==> src/rtl/ist_sched.sv <==
// Ray/triangle intersection scheduler: walks a triangle range, drives one ist unit and keeps the closest hit.
// Optional build macro IST_SCHED_ANY_HIT_EN adds an any_hit request input that stops at the first reported hit.
module ist_sched #(
   parameter int unsigned IDX_W = 16,
   parameter int unsigned TRI_W = 384
) (
   input  logic             clk,
   input  logic             reset_n,
   input  logic             req_valid,
   output logic             req_ready,
`ifdef IST_SCHED_ANY_HIT_EN
   input  logic             any_hit,
`endif
   input  logic [31:0]      origin_x,
   input  logic [31:0]      origin_y,
   input  logic [31:0]      origin_z,
   input  logic [31:0]      dir_x,
   input  logic [31:0]      dir_y,
   input  logic [31:0]      dir_z,
   input  logic [31:0]      tmax,
   input  logic [IDX_W-1:0] tri_first,
   input  logic [IDX_W-1:0] tri_count,
   output logic             tri_rd_en,
   output logic [IDX_W-1:0] tri_addr,
   input  logic [TRI_W-1:0] tri_rdata,
   output logic             ist_valid,
   output logic [31:0]      ist_origin_x,
   output logic [31:0]      ist_origin_y,
   output logic [31:0]      ist_origin_z,
   output logic [31:0]      ist_dir_x,
   output logic [31:0]      ist_dir_y,
   output logic [31:0]      ist_dir_z,
   output logic [31:0]      ist_tmax,
   output logic [TRI_W-1:0] ist_tri,
   input  logic             ist_done,
   input  logic             ist_isected,
   input  logic [31:0]      ist_t,
   input  logic [31:0]      ist_u,
   input  logic [31:0]      ist_v,
   output logic             res_valid,
   input  logic             res_ready,
   output logic             res_hit,
   output logic [31:0]      res_t,
   output logic [31:0]      res_u,
   output logic [31:0]      res_v,
   output logic [IDX_W-1:0] res_tri
);

   localparam int unsigned FW = 32;

   typedef enum logic [2:0] {
      S_IDLE   = 3'd0,
      S_FETCH  = 3'd1,
      S_LOAD   = 3'd2,
      S_ISSUE  = 3'd3,
      S_WAIT   = 3'd4,
      S_RESULT = 3'd5
   } state_e;

   state_e           state;
   logic [IDX_W-1:0] idx;
   logic [IDX_W-1:0] remaining;
   logic [FW-1:0]    best_t;
   logic [FW-1:0]    best_u;
   logic [FW-1:0]    best_v;
   logic [IDX_W-1:0] best_tri;
   logic             hit;
`ifdef IST_SCHED_ANY_HIT_EN
   logic             any_hit_q;
`endif

   logic             take;
   logic             last;
   logic [FW-1:0]    nxt_t;
   logic [FW-1:0]    nxt_u;
   logic [FW-1:0]    nxt_v;
   logic [IDX_W-1:0] nxt_tri;
   logic             nxt_hit;
   logic [IDX_W-1:0] idx_inc;

   // Candidate best-hit values including a hit reported this cycle; the ist unit only reports improvements.
   always_comb begin
      take    = (state == S_WAIT) && ist_done && ist_isected;
      nxt_t   = take ? ist_t : best_t;
      nxt_u   = take ? ist_u : best_u;
      nxt_v   = take ? ist_v : best_v;
      nxt_tri = take ? idx : best_tri;
      nxt_hit = hit | take;
      idx_inc = idx + IDX_W'(1);
      last    = (remaining == IDX_W'(1));
`ifdef IST_SCHED_ANY_HIT_EN
      if (any_hit_q && ist_isected) last = 1'b1;
`endif
   end

   always_ff @(posedge clk or negedge reset_n) begin
      if (!reset_n) begin
         state        <= S_IDLE;
         req_ready    <= 1'b0;
         tri_rd_en    <= 1'b0;
         tri_addr     <= '0;
         ist_valid    <= 1'b0;
         ist_origin_x <= '0;
         ist_origin_y <= '0;
         ist_origin_z <= '0;
         ist_dir_x    <= '0;
         ist_dir_y    <= '0;
         ist_dir_z    <= '0;
         ist_tmax     <= '0;
         ist_tri      <= '0;
         res_valid    <= 1'b0;
         res_hit      <= 1'b0;
         res_t        <= '0;
         res_u        <= '0;
         res_v        <= '0;
         res_tri      <= '0;
         idx          <= '0;
         remaining    <= '0;
         best_t       <= '0;
         best_u       <= '0;
         best_v       <= '0;
         best_tri     <= '0;
         hit          <= 1'b0;
`ifdef IST_SCHED_ANY_HIT_EN
         any_hit_q    <= 1'b0;
`endif
      end else begin
         case (state)
            S_IDLE: begin
               if (req_valid && req_ready) begin
                  req_ready    <= 1'b0;
                  ist_origin_x <= origin_x;
                  ist_origin_y <= origin_y;
                  ist_origin_z <= origin_z;
                  ist_dir_x    <= dir_x;
                  ist_dir_y    <= dir_y;
                  ist_dir_z    <= dir_z;
                  best_t       <= tmax;
                  best_u       <= '0;
                  best_v       <= '0;
                  best_tri     <= '0;
                  hit          <= 1'b0;
                  idx          <= tri_first;
                  remaining    <= tri_count;
`ifdef IST_SCHED_ANY_HIT_EN
                  any_hit_q    <= any_hit;
`endif
                  if (tri_count == '0) begin
                     state     <= S_RESULT;
                     res_valid <= 1'b1;
                     res_hit   <= 1'b0;
                     res_t     <= tmax;
                     res_u     <= '0;
                     res_v     <= '0;
                     res_tri   <= '0;
                  end else begin
                     state     <= S_FETCH;
                     tri_rd_en <= 1'b1;
                     tri_addr  <= tri_first;
                  end
               end else begin
                  req_ready <= 1'b1;
               end
            end
            S_FETCH: begin
               tri_rd_en <= 1'b0;
               state     <= S_LOAD;
            end
            S_LOAD: begin
               ist_tri   <= tri_rdata;
               ist_tmax  <= best_t;
               ist_valid <= 1'b1;
               state     <= S_ISSUE;
            end
            S_ISSUE: begin
               ist_valid <= 1'b0;
               state     <= S_WAIT;
            end
            S_WAIT: begin
               if (ist_done) begin
                  best_t    <= nxt_t;
                  best_u    <= nxt_u;
                  best_v    <= nxt_v;
                  best_tri  <= nxt_tri;
                  hit       <= nxt_hit;
                  remaining <= remaining - IDX_W'(1);
                  idx       <= idx_inc;
                  if (last) begin
                     state     <= S_RESULT;
                     res_valid <= 1'b1;
                     res_hit   <= nxt_hit;
                     res_t     <= nxt_t;
                     res_u     <= nxt_hit ? nxt_u : '0;
                     res_v     <= nxt_hit ? nxt_v : '0;
                     res_tri   <= nxt_hit ? nxt_tri : '0;
                  end else begin
                     state     <= S_FETCH;
                     tri_rd_en <= 1'b1;
                     tri_addr  <= idx_inc;
                  end
               end
            end
            S_RESULT: begin
               if (res_ready) begin
                  res_valid <= 1'b0;
                  req_ready <= 1'b1;
                  state     <= S_IDLE;
               end
            end
            default: begin
               state <= S_IDLE;
            end
         endcase
      end
   end

endmodule

==> config.mk <==
export PLATFORM = sky130hd
export DESIGN_NAME = ist_sched
export DESIGN_NICKNAME = d
export VERILOG_FILES = /design/src/rtl/ist_sched.sv
export SDC_FILE = /design/constraint.sdc
export NUM_CORES = 2
export LEC_CHECK = 0
export ABC_AREA = 0
export ABC_CLOCK_PERIOD_IN_PS = 2600
export BUFFER_PORTS_ARGS = -buffer_cell sky130_fd_sc_hd__buf_4
export CORE_AREA = 4 4 575 577
export DETAILED_ROUTE_END_ITERATION = 10
export DIE_AREA = 0 0 579 581
export PLACE_DENSITY_LB_ADDON = 0.3
export SYNTH_ARGS = -nofsm -noshare
export SYNTH_HDL_FRONTEND = slang
export SYNTH_SLANG_ARGS = --single-unit
==> constraint.sdc <==
create_clock -name clk -period 2.6 [get_ports clk]
set_clock_uncertainty 0.2 [all_clocks]
set_input_delay 0.26 -clock clk [delete_from_list [all_inputs] [get_ports clk]]
set_output_delay 0.26 -clock clk [all_outputs]
set_load 0.05 [all_outputs]
# Word-level counts from Yosys, hierarchy flattened
# Cells that the tools add are included.
# W data, S select, Z words.
[op_classes]
addsub = 2
n_eq_ne = 13
mux = 76
bitwise_logic = 1
reduce_logical = 18
[op_table]
columns = ["operator", "count"]
rows = [
  ["$mux W32", 20],
  ["$pmux W32 S2", 6],
  ["$mux W16", 16],
  ["$pmux W16 S2", 5],
  ["$pmux W3 S6", 1],
  ["$mux W1", 17],
  ["$add A16 B1 Y16 const B", 1],
  ["$eq A16 B1 Y1 const B", 1],
  ["$logic_not A16 Y1", 1],
  ["$sub A16 B1 Y16 const B", 1],
  ["$mux W3", 5],
  ["$reduce_and A5 Y1", 3],
  ["$ne A2 B2 Y1 const B", 7],
  ["$pmux W1 S2", 4],
  ["$eq A3 B2 Y1 const B", 2],
  ["$eq A3 B3 Y1 const B", 2],
  ["$pmux W1 S3", 2],
  ["$reduce_and A3 Y1", 2],
  ["$reduce_and A6 Y1", 1],
  ["$reduce_bool A2 Y1", 3],
  ["$reduce_bool A3 Y1", 2],
  ["$reduce_and A2 Y1", 2],
  ["$eq A3 B1 Y1 const B", 1],
  ["$logic_and A1 B1 Y1", 3],
  ["2 further kinds", 2],
]
[word_totals]
regBits = 889
inputBits = 742
output_inout_bits = 741
wordCells = 136

# Longest topological paths before layout
[logic_depth]
depth_word = 8
ltp_mapped = 9
mapped_depth_nobuf = 7

# Least setup slack after synthesis
# No wires, ideal clock.
[synth_path]
kind = "register -> register"
start = "register remaining[4]"
end = "register res_u[13]"
setup_ps = 125
arrival_ps = 2036
required_ps = 2275
setup_slack_ps = 239
stages_incl_launch_ff = 8
n_path_buf = 2
synth_period_minus_slack_ps = 2361
cell_sequence = "dfrtp_1 > or4_4 > nor2_2 > nand3_2 > a21oi_4 > buf_6 > buf_6 > mux2_2"
[synth_between]
elab_chain_cells = 3
[synth_rtl]
columns = ["element", "line", "text"]
rows = [
  ["from (decl)", "62", "logic [IDX_W-1:0] remaining;"],
  ["from (signal assigned)", "144", "remaining <= tri_count;"],
  ["from (signal assigned)", "186", "remaining <= remaining - IDX_W'(1);"],
  ["$eq A16 B1 Y1", "90", "last = (remaining == IDX_W'(1));"],
  ["$ne A2 B2 Y1 (no line)", "n/a", ""],
  ["$reduce_and A5 Y1 (no line)", "n/a", ""],
  ["to (signal assigned)", "193", "res_u <= nxt_hit ? nxt_u : '0;"],
  ["to (decl)", "44", "output logic [31:0] res_u,"],
]
# No other way between the ends.
# A chain may end at the register's enable or synchronous reset.

# Worst setup path after layout
[layout_path]
start = "register state[2]"
end = "register res_v[31]"
[layout_between]
elab_chain_cells = 8
elab_cells_between_ends = 16
cone_classes = "eq/ne (5); mux (5); bitwise (1); reduce/logical (5)"
[layout_rtl]
columns = ["element", "line", "text"]
rows = [
  ["from (decl)", "60", "state_e state;"],
  ["from (signal assigned)", "98", "state <= S_IDLE;"],
  ["from (signal assigned)", "149", "state <= S_RESULT;"],
  ["from (signal assigned)", "157", "state <= S_FETCH;"],
  ["$eq A3 B3 Y1", "83, 128", ""],
  ["$logic_and A1 B1 Y1 (2 in series)", "83", "take = (state == S_WAIT) && ist_done && ist_isected;"],
  ["$mux W32 or $or A1 B1 Y1 (tied branches)", "86, 88", ""],
  ["$mux W32", "194", "res_v <= nxt_hit ? nxt_v : '0;"],
  ["$mux W32", "188", "if (last) begin"],
  ["$mux W32", "180", "if (ist_done) begin"],
  ["$pmux W32 S2", "128", "case (state)"],
  ["to (signal assigned)", "194", ""],
  ["to (decl)", "45", "output logic [31:0] res_v,"],
]
# Several ways; a longest one is shown, not always the timed one. The select of a mux whose other input is x is not followed.

==> summary.txt <==
Run status
  – Status: complete, but fails checks
  – Failing checks: setup timing

Routing
  – Drt total wl: 242,000 microns
  – Post-route antenna net violation count: 0
  – Drt initial violations: around 1,900
  – DR vias/cell: approximately 3.4
  – Remaining DRCs: 0
  – Wire length per cell: between 20 and 25 microns
  – DRT Pass-1 Iters: 5
  – Routed vias: 34,600

Global routing
  – M1 GR Usage: 16.9%
  – Pin count of the biggest net entering global routing: around 110
  – Most used routing layer: met2
  – Grt met2 use: a little under a quarter
  – Initial antenna violation count: between 100 and 150
  – Vias in the first global route: between 30,000 and 40,000
  – Global route total overflow: 0
  – Global-route usage over all layers: ~14%
  – Routing usage on met3: 5.57%
  – First-pass GRT wire length: approximately 320,000 microns

Timing
  – Fmax: 380 MHz
  – Final Hold Vio Count: 0
  – Slew margin rel.: between 40% and 50%
  – Final setup viols: 21
  – Minimum clock period: 2.63 ns
  – Tcrit/Tclk final: 101%
  – Worst hold slack: between 0.08 and 0.09 ns
  – Pins over their slew limit: 0
  – Post-Route Setup TNS: -0.495 ns
  – Worst setup margin: -0.0322 ns
  – Least-Margin Pin Slew: about 0.77 ns
  – RSZ-0062 raised after global routing: yes

Clock network
  – H-tree depth: 3
  – Worst-path clk slew: ~0.06 ns
  – CTS root buffer: clkbuf_16
  – Clock Latency Late Sink: 0.84 ns
  – CTS tree: built
  – Clock sinks: approximately 890
  – Deepest clock path buffer count: 4
  – Total CTS buffers: 119

Power
  – Power Density: approximately 1300 nW/um^2
  – Leak pwr: between 0.03 and 0.04 uW
  – Peak supply drop: approximately 850 uV

Floorplan
  – Initial Util: about 11%
  – Die area: between 300,000 and 400,000 sq um
  – Io pins: roughly 1,500
  – Cell row count: 210
  – Die Width: 579 microns
  – Die Y: approximately 580 microns
  – Core Area: ~330,000 sq um

Worst setup path
  – Required @ worst endpoint: ~3.1 ns
  – Kind of critical path: reg -> reg
  – Worst Path Max Fanout: 21
  – CP endpoint kind: register
  – WP data arrival: 3.09 ns
  – Startpoint Class: register

Layout
  – Most frequent cells in the layout: buf_4, dlygate4sd3_1, dfrtp_1
  – Most flop-heavy register: ist_tri
  – Fill count: between 30,000 and 40,000
  – Layout cells sized above 1: between 40% and 50%
  – Max FFs per register: roughly 380
  – Final Cell Area: approximately 70,000 sq um
  – Area grow syn2layout: 96.5%
  – Final Core Density: between 20% and 30%
  – Commonest non-fill, non-tap cell in the layout: buf_4
  – Final #Nets: between 6,000 and 7,000

Placement
  – Placed cell area: roughly 53,000 sq um
  – Number of port buffers: 1,482
  – Global placer's final weighted congestion: between 0.9 and 1
  – Detail Placement HPWL: 198,000 microns

Synth
  – Mean Syn Cell Area: around 12 sq um
  – Main flop type after synthesis: dfrtp_1
  – Async S/R FF share, synth: 100%
  – Sequential area share after synthesis: between 60% and 70%
  – Synth area leaders: dfrtp_1, mux2_2, nand2_1
  – Leading area contributor after synthesis: dfrtp_1
  – FF+latch count, synth: ~900
  – Area share of the largest cell type after synthesis: approximately 63%
  – Synth warn: 0
  – Post-Syn Nets: roughly 3,600
  – Cells after Synth: between 2,000 and 3,000
  – Synth Cell Area: between 30,000 and 40,000 sq um
  – Synth unique cells: 52
  – EDFF count, synth: 0

Job
  – Max-cap violations: 0

Min path
  – Tightest Hold Check Type: in -> reg
## where the power goes
group / leakage [uW] / internal, uW / switching, uW
logic: 0.0187 / 15500 / 30800
registers: 0.0109 / 19800 / 4640
clock network: 0.00204 / 10600 / 6810
## logic make-up after synthesis
logic type | Yosys count | synth area share (%)
flops | 889 | 63.0
simple gates | 822 | 9.35
mux | 557 | 17.6
compound gates | 347 | 6.97
buf+inv | 224 | 2.63
xor+xnor | 13 | 0.322
fa+ha+maj | 3 | 0.106
## cell usage after synthesis (all sizes together), types with 10 or more instances
cell	count
a21oi	88
nand3	46
mux2i	37
buf	44
nand2	703
mux2	520
clkbuf	144
a22o	161
dfrtp	889
o21ai	59
a32oi	10
inv	36
nor2	32
## metal layers
layer,share of wire [%],wire (microns)
met2,46,112000
met4,2.4,5840
met1,41,99800
met5,0.14,336
met3,10,24300
## worst max-delay path: stages (launching register included)
cell     delay [ns]
dfrtp_1        0.41
nor4_2         0.19
nand4_1        0.26
or4_4          0.51
a21oi_4        0.20
buf_12         0.20
buf_16         0.19
mux2_2         0.35
## layout make-up
class	count	area, sq um	share of cell area (%)
Timing Repair Buffer	2836	25000	36.0
Sequential cell	889	22200	32.1
Multi-Input combinational cell	1742	12400	17.8
Tap cell	4346	5440	7.84
Clock buffer	161	3450	4.97
Clock inverter	51	676	0.974
Inverter	36	135	0.195
Antenna cell	43	108	0.155
## through the flow
| stage | total power, uW | setup WS (ns) | instances |
|---|---|---|---|
| 3_5_place_dp | 69700 | -0.152 | 8665 |
| 5_1_grt | 92400 | -0.0756 | 10100 |
| 3_3_place_gp | 69300 | -0.210 | 8665 |
| 2_1_floorplan | 50300 | 0.239 | 2855 |
| 6_report | 88100 | -0.0322 | 10100 |
| 4_1_cts | 89400 | -0.0417 | 10100 |
## timing repair
action | CTS | global route
pin swaps | 4 | 2
endpoints found under the hold margin | 1713 | 0
resized for setup | 14 | 39
setup endpoints to repair | 83 | 119
buffers inserted | 1 | 0
hold buffers | 1181 | 0
cloned | 1 | 2
## final timing paths
kind	from	endpoint	slack, ns	depth (start not counted)
worst max-delay path	state[2]	res_v[31]	-0.03	7
worst min-delay path	tri_rdata[212]	ist_tri[212]	0.08	3
worst max register to register	state[2]	res_v[31]	-0.03	7
worst min register to register	ist_origin_z[24]	ist_origin_z[24]	0.27	2
max in group asynchronous	reset_n	ist_tri[198]	0.86	4
min in group asynchronous	reset_n	ist_tri[252]	0.61	4
Note: power is estimated with default switching activity, not from simulation.
